===== src/rtl/uart_pkg.sv =====
// Shared definitions for the UART transmit path: default byte width and the
// feeder state encoding.
package uart_pkg;

  localparam int DATA_WIDTH = 8;

  typedef enum logic [1:0] {
    IDLE      = 2'd0,
    LAUNCH    = 2'd1,
    WAIT_BUSY = 2'd2,
    WAIT_DONE = 2'd3
  } feeder_state_e;

endpackage


===== src/rtl/uart_sync_fifo.sv =====
// Single-clock FIFO with occupancy count and a sticky overflow flag.
// The head entry is presented combinationally so the consumer can register it.
module uart_sync_fifo #(
  parameter int DATA_WIDTH = uart_pkg::DATA_WIDTH,
  parameter int DEPTH      = 8
) (
  input  logic                      clk,
  input  logic                      rst,
  input  logic [DATA_WIDTH-1:0]     wr_data,
  input  logic                      wr_en,
  input  logic                      rd_en,
  output logic [DATA_WIDTH-1:0]     rd_data,
  output logic                      full,
  output logic                      empty,
  output logic [$clog2(DEPTH):0]    count,
  output logic                      overflow
);

  localparam int AW = $clog2(DEPTH);
  localparam int CW = AW + 1;

  logic [DATA_WIDTH-1:0] mem [DEPTH];
  logic [AW-1:0]         wr_ptr_reg;
  logic [AW-1:0]         rd_ptr_reg;
  logic [CW-1:0]         count_reg;
  logic                  overflow_reg;
  logic                  wr_ok;
  logic                  rd_ok;

  assign full    = (count_reg == CW'(DEPTH));
  assign empty   = (count_reg == '0);
  assign count   = count_reg;
  assign overflow = overflow_reg;
  assign rd_data = mem[rd_ptr_reg];

  // A write to a full FIFO is dropped even if a pop happens on the same edge.
  assign wr_ok = wr_en && !full;
  assign rd_ok = rd_en && !empty;

  always_ff @(posedge clk) begin
    if (wr_ok) begin
      mem[wr_ptr_reg] <= wr_data;
    end
  end

  always_ff @(posedge clk) begin
    if (rst) begin
      wr_ptr_reg   <= '0;
      rd_ptr_reg   <= '0;
      count_reg    <= '0;
      overflow_reg <= 1'b0;
    end else begin
      if (wr_ok) begin
        wr_ptr_reg <= wr_ptr_reg + 1'b1;
      end
      if (rd_ok) begin
        rd_ptr_reg <= rd_ptr_reg + 1'b1;
      end
      case ({wr_ok, rd_ok})
        2'b10:   count_reg <= count_reg + 1'b1;
        2'b01:   count_reg <= count_reg - 1'b1;
        default: count_reg <= count_reg;
      endcase
      if (wr_en && full) begin
        overflow_reg <= 1'b1;
      end
    end
  end

endmodule


===== src/rtl/uart_tx_feeder.sv =====
// Buffers bytes and hands them one at a time to the UART TX FSM, following its
// Busy handshake so each frame completes before the next launch.
module uart_tx_feeder #(
  parameter int DATA_WIDTH = uart_pkg::DATA_WIDTH,
  parameter int DEPTH      = 8
) (
  input  logic                    clk,
  input  logic                    rst,
  input  logic [DATA_WIDTH-1:0]   wr_data,
  input  logic                    wr_en,
  output logic                    full,
  output logic                    empty,
  output logic [$clog2(DEPTH):0]  count,
  output logic                    overflow,
  input  logic                    tx_busy,
  output logic [DATA_WIDTH-1:0]   tx_data,
  output logic                    tx_data_valid
);

  uart_pkg::feeder_state_e state_reg;
  logic [DATA_WIDTH-1:0]   head_data;
  logic                    pop;

  // The pop is tied to the launch decision so the FIFO and FSM never disagree.
  assign pop = (state_reg == uart_pkg::IDLE) && !empty && !tx_busy;

  uart_sync_fifo #(
    .DATA_WIDTH (DATA_WIDTH),
    .DEPTH      (DEPTH)
  ) u_fifo (
    .clk      (clk),
    .rst      (rst),
    .wr_data  (wr_data),
    .wr_en    (wr_en),
    .rd_en    (pop),
    .rd_data  (head_data),
    .full     (full),
    .empty    (empty),
    .count    (count),
    .overflow (overflow)
  );

  always_ff @(posedge clk) begin
    if (rst) begin
      state_reg     <= uart_pkg::IDLE;
      tx_data       <= '0;
      tx_data_valid <= 1'b0;
    end else begin
      case (state_reg)
        uart_pkg::IDLE: begin
          tx_data_valid <= 1'b0;
          if (pop) begin
            tx_data       <= head_data;
            tx_data_valid <= 1'b1;
            state_reg     <= uart_pkg::LAUNCH;
          end
        end
        uart_pkg::LAUNCH: begin
          tx_data_valid <= 1'b0;
          state_reg     <= uart_pkg::WAIT_BUSY;
        end
        uart_pkg::WAIT_BUSY: begin
          tx_data_valid <= 1'b0;
          if (tx_busy) begin
            state_reg <= uart_pkg::WAIT_DONE;
          end
        end
        uart_pkg::WAIT_DONE: begin
          tx_data_valid <= 1'b0;
          if (!tx_busy) begin
            state_reg <= uart_pkg::IDLE;
          end
        end
        default: begin
          tx_data_valid <= 1'b0;
          state_reg     <= uart_pkg::IDLE;
        end
      endcase
    end
  end

endmodule

===== config.mk =====
export PLATFORM = sky130hd
export DESIGN_NAME = uart_tx_feeder
export DESIGN_NICKNAME = d
export VERILOG_FILES = /design/src/rtl/uart_pkg.sv /design/src/rtl/uart_sync_fifo.sv /design/src/rtl/uart_tx_feeder.sv
export SDC_FILE = /design/constraint.sdc
export NUM_CORES = 1
export LEC_CHECK = 0
export CAP_MARGIN = 20
export CORE_ASPECT_RATIO = 1.5
export CORE_UTILIZATION = 55
export CTS_CLUSTER_DIAMETER = 150
export CTS_CLUSTER_SIZE = 28
export DETAILED_ROUTE_END_ITERATION = 10
export HOLD_SLACK_MARGIN = 0.02
export PLACE_DENSITY = 0.87
export SLEW_MARGIN = 25
export SYNTH_ARGS = -nofsm -noshare
export SYNTH_HDL_FRONTEND = slang
export SYNTH_HIERARCHICAL = 1
export SYNTH_SLANG_ARGS = --single-unit

===== constraint.sdc =====
create_clock -name clk -period 6.11 [get_ports clk]
set_input_delay 1.222 -clock clk [delete_from_list [all_inputs] [get_ports clk]]
set_output_delay 1.222 -clock clk [all_outputs]
set_load 0.01 [all_outputs]

**Yosys cells after proc, flatten, opt, wreduce, memory -nomap -nowiden**

Memory sizes are Yosys's and may differ from the RTL's. A register that Yosys moved wholly into a read port is not among the register bits.
Index checks and enable logic that the tools add are counted.

- Bits in registers: 14
- Bits in latches: 0
- Bits in writable memories: 64
- ROM bits: 0
- Bits of input ports: 12
- Logic and storage cells: 43
- Memories kept: 1

- $add $sub $neg: 4
- Multipliers: 0
- Divide/modulo/power cells: 0
- Magnitude comparators: 0
- Eq/ne operators: 9
- Shift-type cells: 0
- Muxes and demuxes: 9
- Bitwise gates (word level): 0
- Reductions and logical operators: 14

Memories:

| memory | depth | width | read ports | clocked after memory_dff | wr ports | line | text |
|---|---|---|---|---|---|---|---|
| u_fifo.mem | 8 | 8 | 1 | 1 | 1 | uart_sync_fifo.sv:22 | `logic [DATA_WIDTH-1:0] mem [DEPTH];` |

Operator list:

| kind | number |
|---|---|
| $pmux W2 S4 | 1 |
| $pmux W4 S2 | 1 |
| $add A3 B1 Y3 const B | 2 |
| $eq A2 B2 Y1 const B | 3 |
| $mux W2 | 3 |
| $logic_and A1 B1 Y1 | 5 |
| $add A4 B1 Y4 const B | 1 |
| $eq A2 B1 Y1 const B | 2 |
| $eq A4 B4 Y1 const B | 1 |
| $logic_not A4 Y1 | 1 |
| $ne A2 B2 Y1 const B | 2 |
| $sub A4 B1 Y4 const B | 1 |
| $logic_not A1 Y1 | 3 |
| $mux W1 | 3 |
| $reduce_and A3 Y1 | 1 |
| $reduce_or A3 Y1 | 1 |
| $logic_not A2 Y1 | 1 |
| $ne A2 B1 Y1 const B | 1 |
| $pmux W1 S2 | 1 |
| $reduce_and A2 Y1 | 1 |
| $reduce_bool A2 Y1 | 1 |

**Depth between registers and ports, before layout**

- Depth in word-level cells: 7
- Mapped depth: 12
- Mapped depth without buffers: 11

**Hierarchy**

The synthesis kept the hierarchy.

Modules (own cells, without submodules):

| module | instances | cells each | area an instance (um2) |
|---|---|---|---|
| uart_sync_fifo | 1 | 170 | 3183.1 |
| uart_tx_feeder | 1 | 43 | 474.2 |

**Worst setup path after synthesis**

OpenSTA, ideal clock, no wires.

- Path type: input to register
- Start: in tx_busy
- End: reg u_fifo.count_reg[2], in the netlist u_fifo/count[2]
- Setup time: 0.070 ns
- Arrival time: 3.052 ns
- Data required time: 6.040 ns
- Slack: 2.988 ns
- Stages: 10
- Cells stage by stage: nor3b_1 > buf_4 > o41a_1 > ha_1 > xor2_1 > ha_1 > a21oi_1 > xor2_1 > or3_1 > a21oi_1

- Word-level cells in the longest chain between the ends: 5
- Elaborated cells between the ends (all ways): 7

RTL lines:

| element | line | text |
|---|---|---|
| from (decl) | uart_tx_feeder.sv:15 | `input logic tx_busy,` |
| $logic_not A1 Y1 (*) | -- |  |
| $logic_and A1 B1 Y1 (*) | uart_tx_feeder.sv:25 | `assign pop = (state_reg == uart_pkg::IDLE) && !empty && !tx_busy;` |
| via pop | uart_tx_feeder.sv:22 | `logic pop;` |
| $logic_and A1 B1 Y1 (*) | uart_sync_fifo.sv:38 | `assign rd_ok = rd_en && !empty;` |
| via u_fifo.rd_ok | uart_sync_fifo.sv:28 | `logic rd_ok;` |
| $eq A2 B1 Y1 / $eq A2 B2 Y1 (equally long branches) | uart_sync_fifo.sv:59 | `case ({wr_ok, rd_ok})` |
| $pmux W4 S2 / $reduce_bool A2 Y1 (equally long branches) | -- |  |
| to (signal assigned) | uart_sync_fifo.sv:60 | `2'b10: count_reg <= count_reg + 1'b1;` |
| to (signal assigned) | uart_sync_fifo.sv:61 | `2'b01: count_reg <= count_reg - 1'b1;` |
| to (signal assigned) | uart_sync_fifo.sv:62 | `default: count_reg <= count_reg;` |
| to (decl) | uart_sync_fifo.sv:25 | `logic [CW-1:0] count_reg;` |

Mark *: on every way through the listed nets, which the timed path passes. The rest lies on a longest branch.
A chain may end at the register's enable or synchronous reset.

**Worst setup path after layout**

- Start: in tx_busy
- End: reg u_fifo.count_reg[2], in the netlist u_fifo/count[2]

- Word-level cells in the longest chain between the ends: 5
- Elaborated cells between the ends (all ways): 7

RTL lines:

| element | line |
|---|---|
| $logic_not A1 Y1 (*) | -- |
| $logic_and A1 B1 Y1 (*) | uart_tx_feeder.sv:25 |
| $logic_and A1 B1 Y1 (*) | uart_sync_fifo.sv:38 |
| via u_fifo.rd_ok | uart_sync_fifo.sv:28 |
| $eq A2 B1 Y1 / $eq A2 B2 Y1 (equally long branches) | uart_sync_fifo.sv:59 |
| $pmux W4 S2 / $reduce_bool A2 Y1 (equally long branches) | -- |

Marked as above.

==> flow_metrics.env <==
export IMPL_path_clk_slew_ns=0.08
export IMPL_antenna_found_initial=0
export IMPL_dieArea_um2=6986
export IMPL_seq_area_frac_synth=0.6623
export IMPL_vias=1875
export IMPL_path_buf_inv=1
export IMPL_dp_slack_ns=1.825
export IMPL_synth_area_um2=3657
export IMPL_pwr_share_comb=0.238
export IMPL_power_frac_seq=0.487
export IMPL_p_clk_frac=0.275
export IMPL_cts_max_level=3
export IMPL_synthFlopType="edfxtp_1"
export IMPL_initial_core_util=0.5678
export IMPL_cts_setup_buffers=0
export IMPL_powerDensity_nw_per_um2=376.0
export IMPL_ios=28
export IMPL_synth_top_area_share=0.5255
export IMPL_routed_via_density=5.769
export IMPL_yosys_warnings=6
export IMPL_start_kind="primary input"
export IMPL_hpwl_mm=3.858
export IMPL_crit_fanout=10
export IMPL_ir_drop_mv=0.2324
export IMPL_maxCapViolations=0
export IMPL_period_share=0.6473
export IMPL_cts_tree="built"
export IMPL_hp_class="reg2reg"
export IMPL_fin_setup_tns_ns=0
export IMPL_cts_resized=0
export IMPL_synth_area_leaders="edfxtp_1, dfxtp_1, mux4_1"
export IMPL_drt_total_wl_mm=6.274
export IMPL_cpLargestDelayFamily="simple AND/OR/NAND/NOR gates"
export IMPL_max_freq_ghz=0.2528
export IMPL_finalHoldViolCount=0
export IMPL_worstSkewPairLatency_ns=0.35
export IMPL_gp_congestion=0.6722
export IMPL_syn_inst=213
export IMPL_cts_sinks=89
export IMPL_die_h_um=101.9
export IMPL_grt_pass1_vias=1856
export IMPL_static_leakage_power_nw=1.412
export IMPL_critPathArrivalTime_ns=4.21
export IMPL_portBuffers=27
export IMPL_drcViolationCount=0
export IMPL_drtPass1Iterations=4
export IMPL_finClkSkew_ns=0.01026
export IMPL_root_buffer="clkbuf_8"
export IMPL_cts_made_buffers=9
export IMPL_layout_min_cycle_time_ns=3.955
export IMPL_largest_reg_flops=64
export IMPL_yosysTopAreaCell="edfxtp_1"
export IMPL_finalMaxSlewViolations=0
export IMPL_slowest_stage="nor3b_2"
export IMPL_cp_end_kind="register"
export IMPL_nets=264
export IMPL_postCtsHoldBufs=0
export IMPL_clock_path_buffers=2
export IMPL_ys_ff_latch=89
export IMPL_syn_mean_instance_area_um2=17.17
export IMPL_syn_nets=233
export IMPL_rows=36
export IMPL_grt_max_degree=26
export IMPL_coreArea_um2=6441
export IMPL_worst_path_largest_cell_delay_ns=0.80
export IMPL_power_switching_uw=430.3
export IMPL_final_antenna_net_count=0
export IMPL_cp_cell_sequence="clkdlybuf4s50_1, nor3b_2, o41a_1, ha_1, xor2_1, ha_1, a21oi_1, xor2_1, or3_1, a21oi_1"
export IMPL_worst_slew_margin_rel=0.3550
export IMPL_netSwitchingFraction=0.2721
export IMPL_die_w_um=68.58
export IMPL_finalSetupViolCount=0
export IMPL_wl_per_cell_um=19.30
export IMPL_worstMarginPinSlew_ns=0.9644
export IMPL_internal_power_mw=1.151
export IMPL_synth_edff_count=64
export IMPL_outcome="completed"
export IMPL_synthDistinctLibCells=41
export IMPL_worst_setup_path_type="in2reg"
export IMPL_post_route_cells_drive_above_1_share=0.1928
export IMPL_drt_iter0_markers=83
export IMPL_syn_to_final_growth_pct=14.98
export IMPL_grt_setup_unrepaired="no"
export IMPL_overflow=0
export IMPL_setup_slack_ns=2.155
export IMPL_grt_use_total=0.2027
export IMPL_grt_pass1_wl_mm=9.591
export IMPL_diodes=0
export IMPL_async_flop_share=0
export IMPL_required_ns=6.37
==> metal layers <==
metal	routed length [um]	GRT usage	part of all wire	vias to the layer above
met4	125	0.09135	0.020	0
met2	3310	0.3507	0.53	45
li1	-	-	-	888
met5	0	0	0	-
met1	2618	0.2352	0.42	934
met3	220	0.04353	0.035	8
==> synthesized netlist by cell type (2+ instances only) <==
master,number
buf_4,2
nor4_1,2
dfxtp_1,25
nor3_1,4
edfxtp_1,64
buf_6,4
a21oi_1,5
mux2i_1,11
inv_1,3
nand2b_1,5
xor2_1,5
nor3b_1,2
mux2_2,9
mux4_2,8
ha_1,8
nor2_1,21
clkbuf_1,2
nand3_1,2
mux4_1,8
nand2_1,2
==> final timing paths <==
kind,startpoint,endpoint,slack [ns],cells after the start
hold / removal,u_fifo/overflow$_SDFFE_PP0P_,u_fifo/overflow$_SDFFE_PP0P_,0.47,2
hold reg to reg,u_fifo/overflow$_SDFFE_PP0P_,u_fifo/overflow$_SDFFE_PP0P_,0.47,2
setup reg to reg,u_fifo/count[1]$_SDFFE_PP0P_,u_fifo/count[2]$_SDFFE_PP0P_,2.87,10
setup / recovery,tx_busy,u_fifo/count[2]$_SDFFE_PP0P_,2.15,10
==> kinds of logic after synthesis <==
kind of cell,synth area share
muxes,0.1676
AOI/OAI and AO/OA,0.02463
buffers and inverters,0.02394
xor gates and xnor gates,0.01882
DFF,0.6623
and+or+nand+nor,0.07527
adders and majority gates,0.02737
==> worst min-delay path, cell delays in order (launching register included) <==
cell and delay [ns]:
dfxtp_1 0.33, a21oi_1 0.04, nor2_1 0.07
==> metrics by stage <==
step | instances | power (mW) | utilization | hold slack [ns] | instance area [um2]
2_1_floorplan | 213 | 1.039 | - | 0.4840 | 3657
6_report | 325 | 1.581 | 0.6529 | 0.4744 | 4205
3_5_place_dp | 309 | 1.158 | 0.6185 | 0.4592 | 3984
4_1_cts | 325 | 1.596 | 0.6527 | 0.4783 | 4204
3_3_place_gp | 309 | 1.145 | 0.6185 | 0.4493 | 3984
5_1_grt | 325 | 1.662 | 0.6529 | 0.5425 | 4205
==> placed cells by master (no fill, tap or decap), types with 2 or more instances in the layout <==
master | netlist | layout
a21oi_1 | 5 | 5
buf_4 | 2 | 3
bufinv_16 | 0 | 2
clkbuf_8 | 0 | 9
clkdlybuf4s50_1 | 0 | 27
clkinvlp_4 | 0 | 2
dfxtp_1 | 25 | 24
edfxtp_1 | 64 | 64
ha_1 | 8 | 8
inv_1 | 3 | 3
mux2_2 | 9 | 9
mux2i_1 | 11 | 11
mux4_1 | 8 | 8
mux4_2 | 8 | 8
nand2_1 | 2 | 2
nand2b_1 | 5 | 5
nand3_1 | 2 | 2
nor2_1 | 21 | 21
nor3_1 | 4 | 2
nor3_2 | 0 | 2
nor4_1 | 2 | 2
xor2_1 | 5 | 5
==> power by group through the flow <==
stage                     clock, mW  combinational [mW]  sequential (mW)
after floorplan                   0               0.276            0.762
after global placement            0               0.365            0.780
after detailed placement          0               0.375            0.783
after CTS                     0.443               0.382            0.771
after global routing          0.470               0.412            0.780
final                         0.435               0.376            0.770
==> final cells by class <==
cell class	instances	area (um2)
multi-input cells	111	1162
well taps	76	95.09
flip-flops and latches	89	2424
inverters	3	11.26
fillers	450	2236
clock buffers	10	127.6
repair buffers	30	292.8
clock inverters	6	92.59
Note: power is estimated with default switching activity, not from simulation.
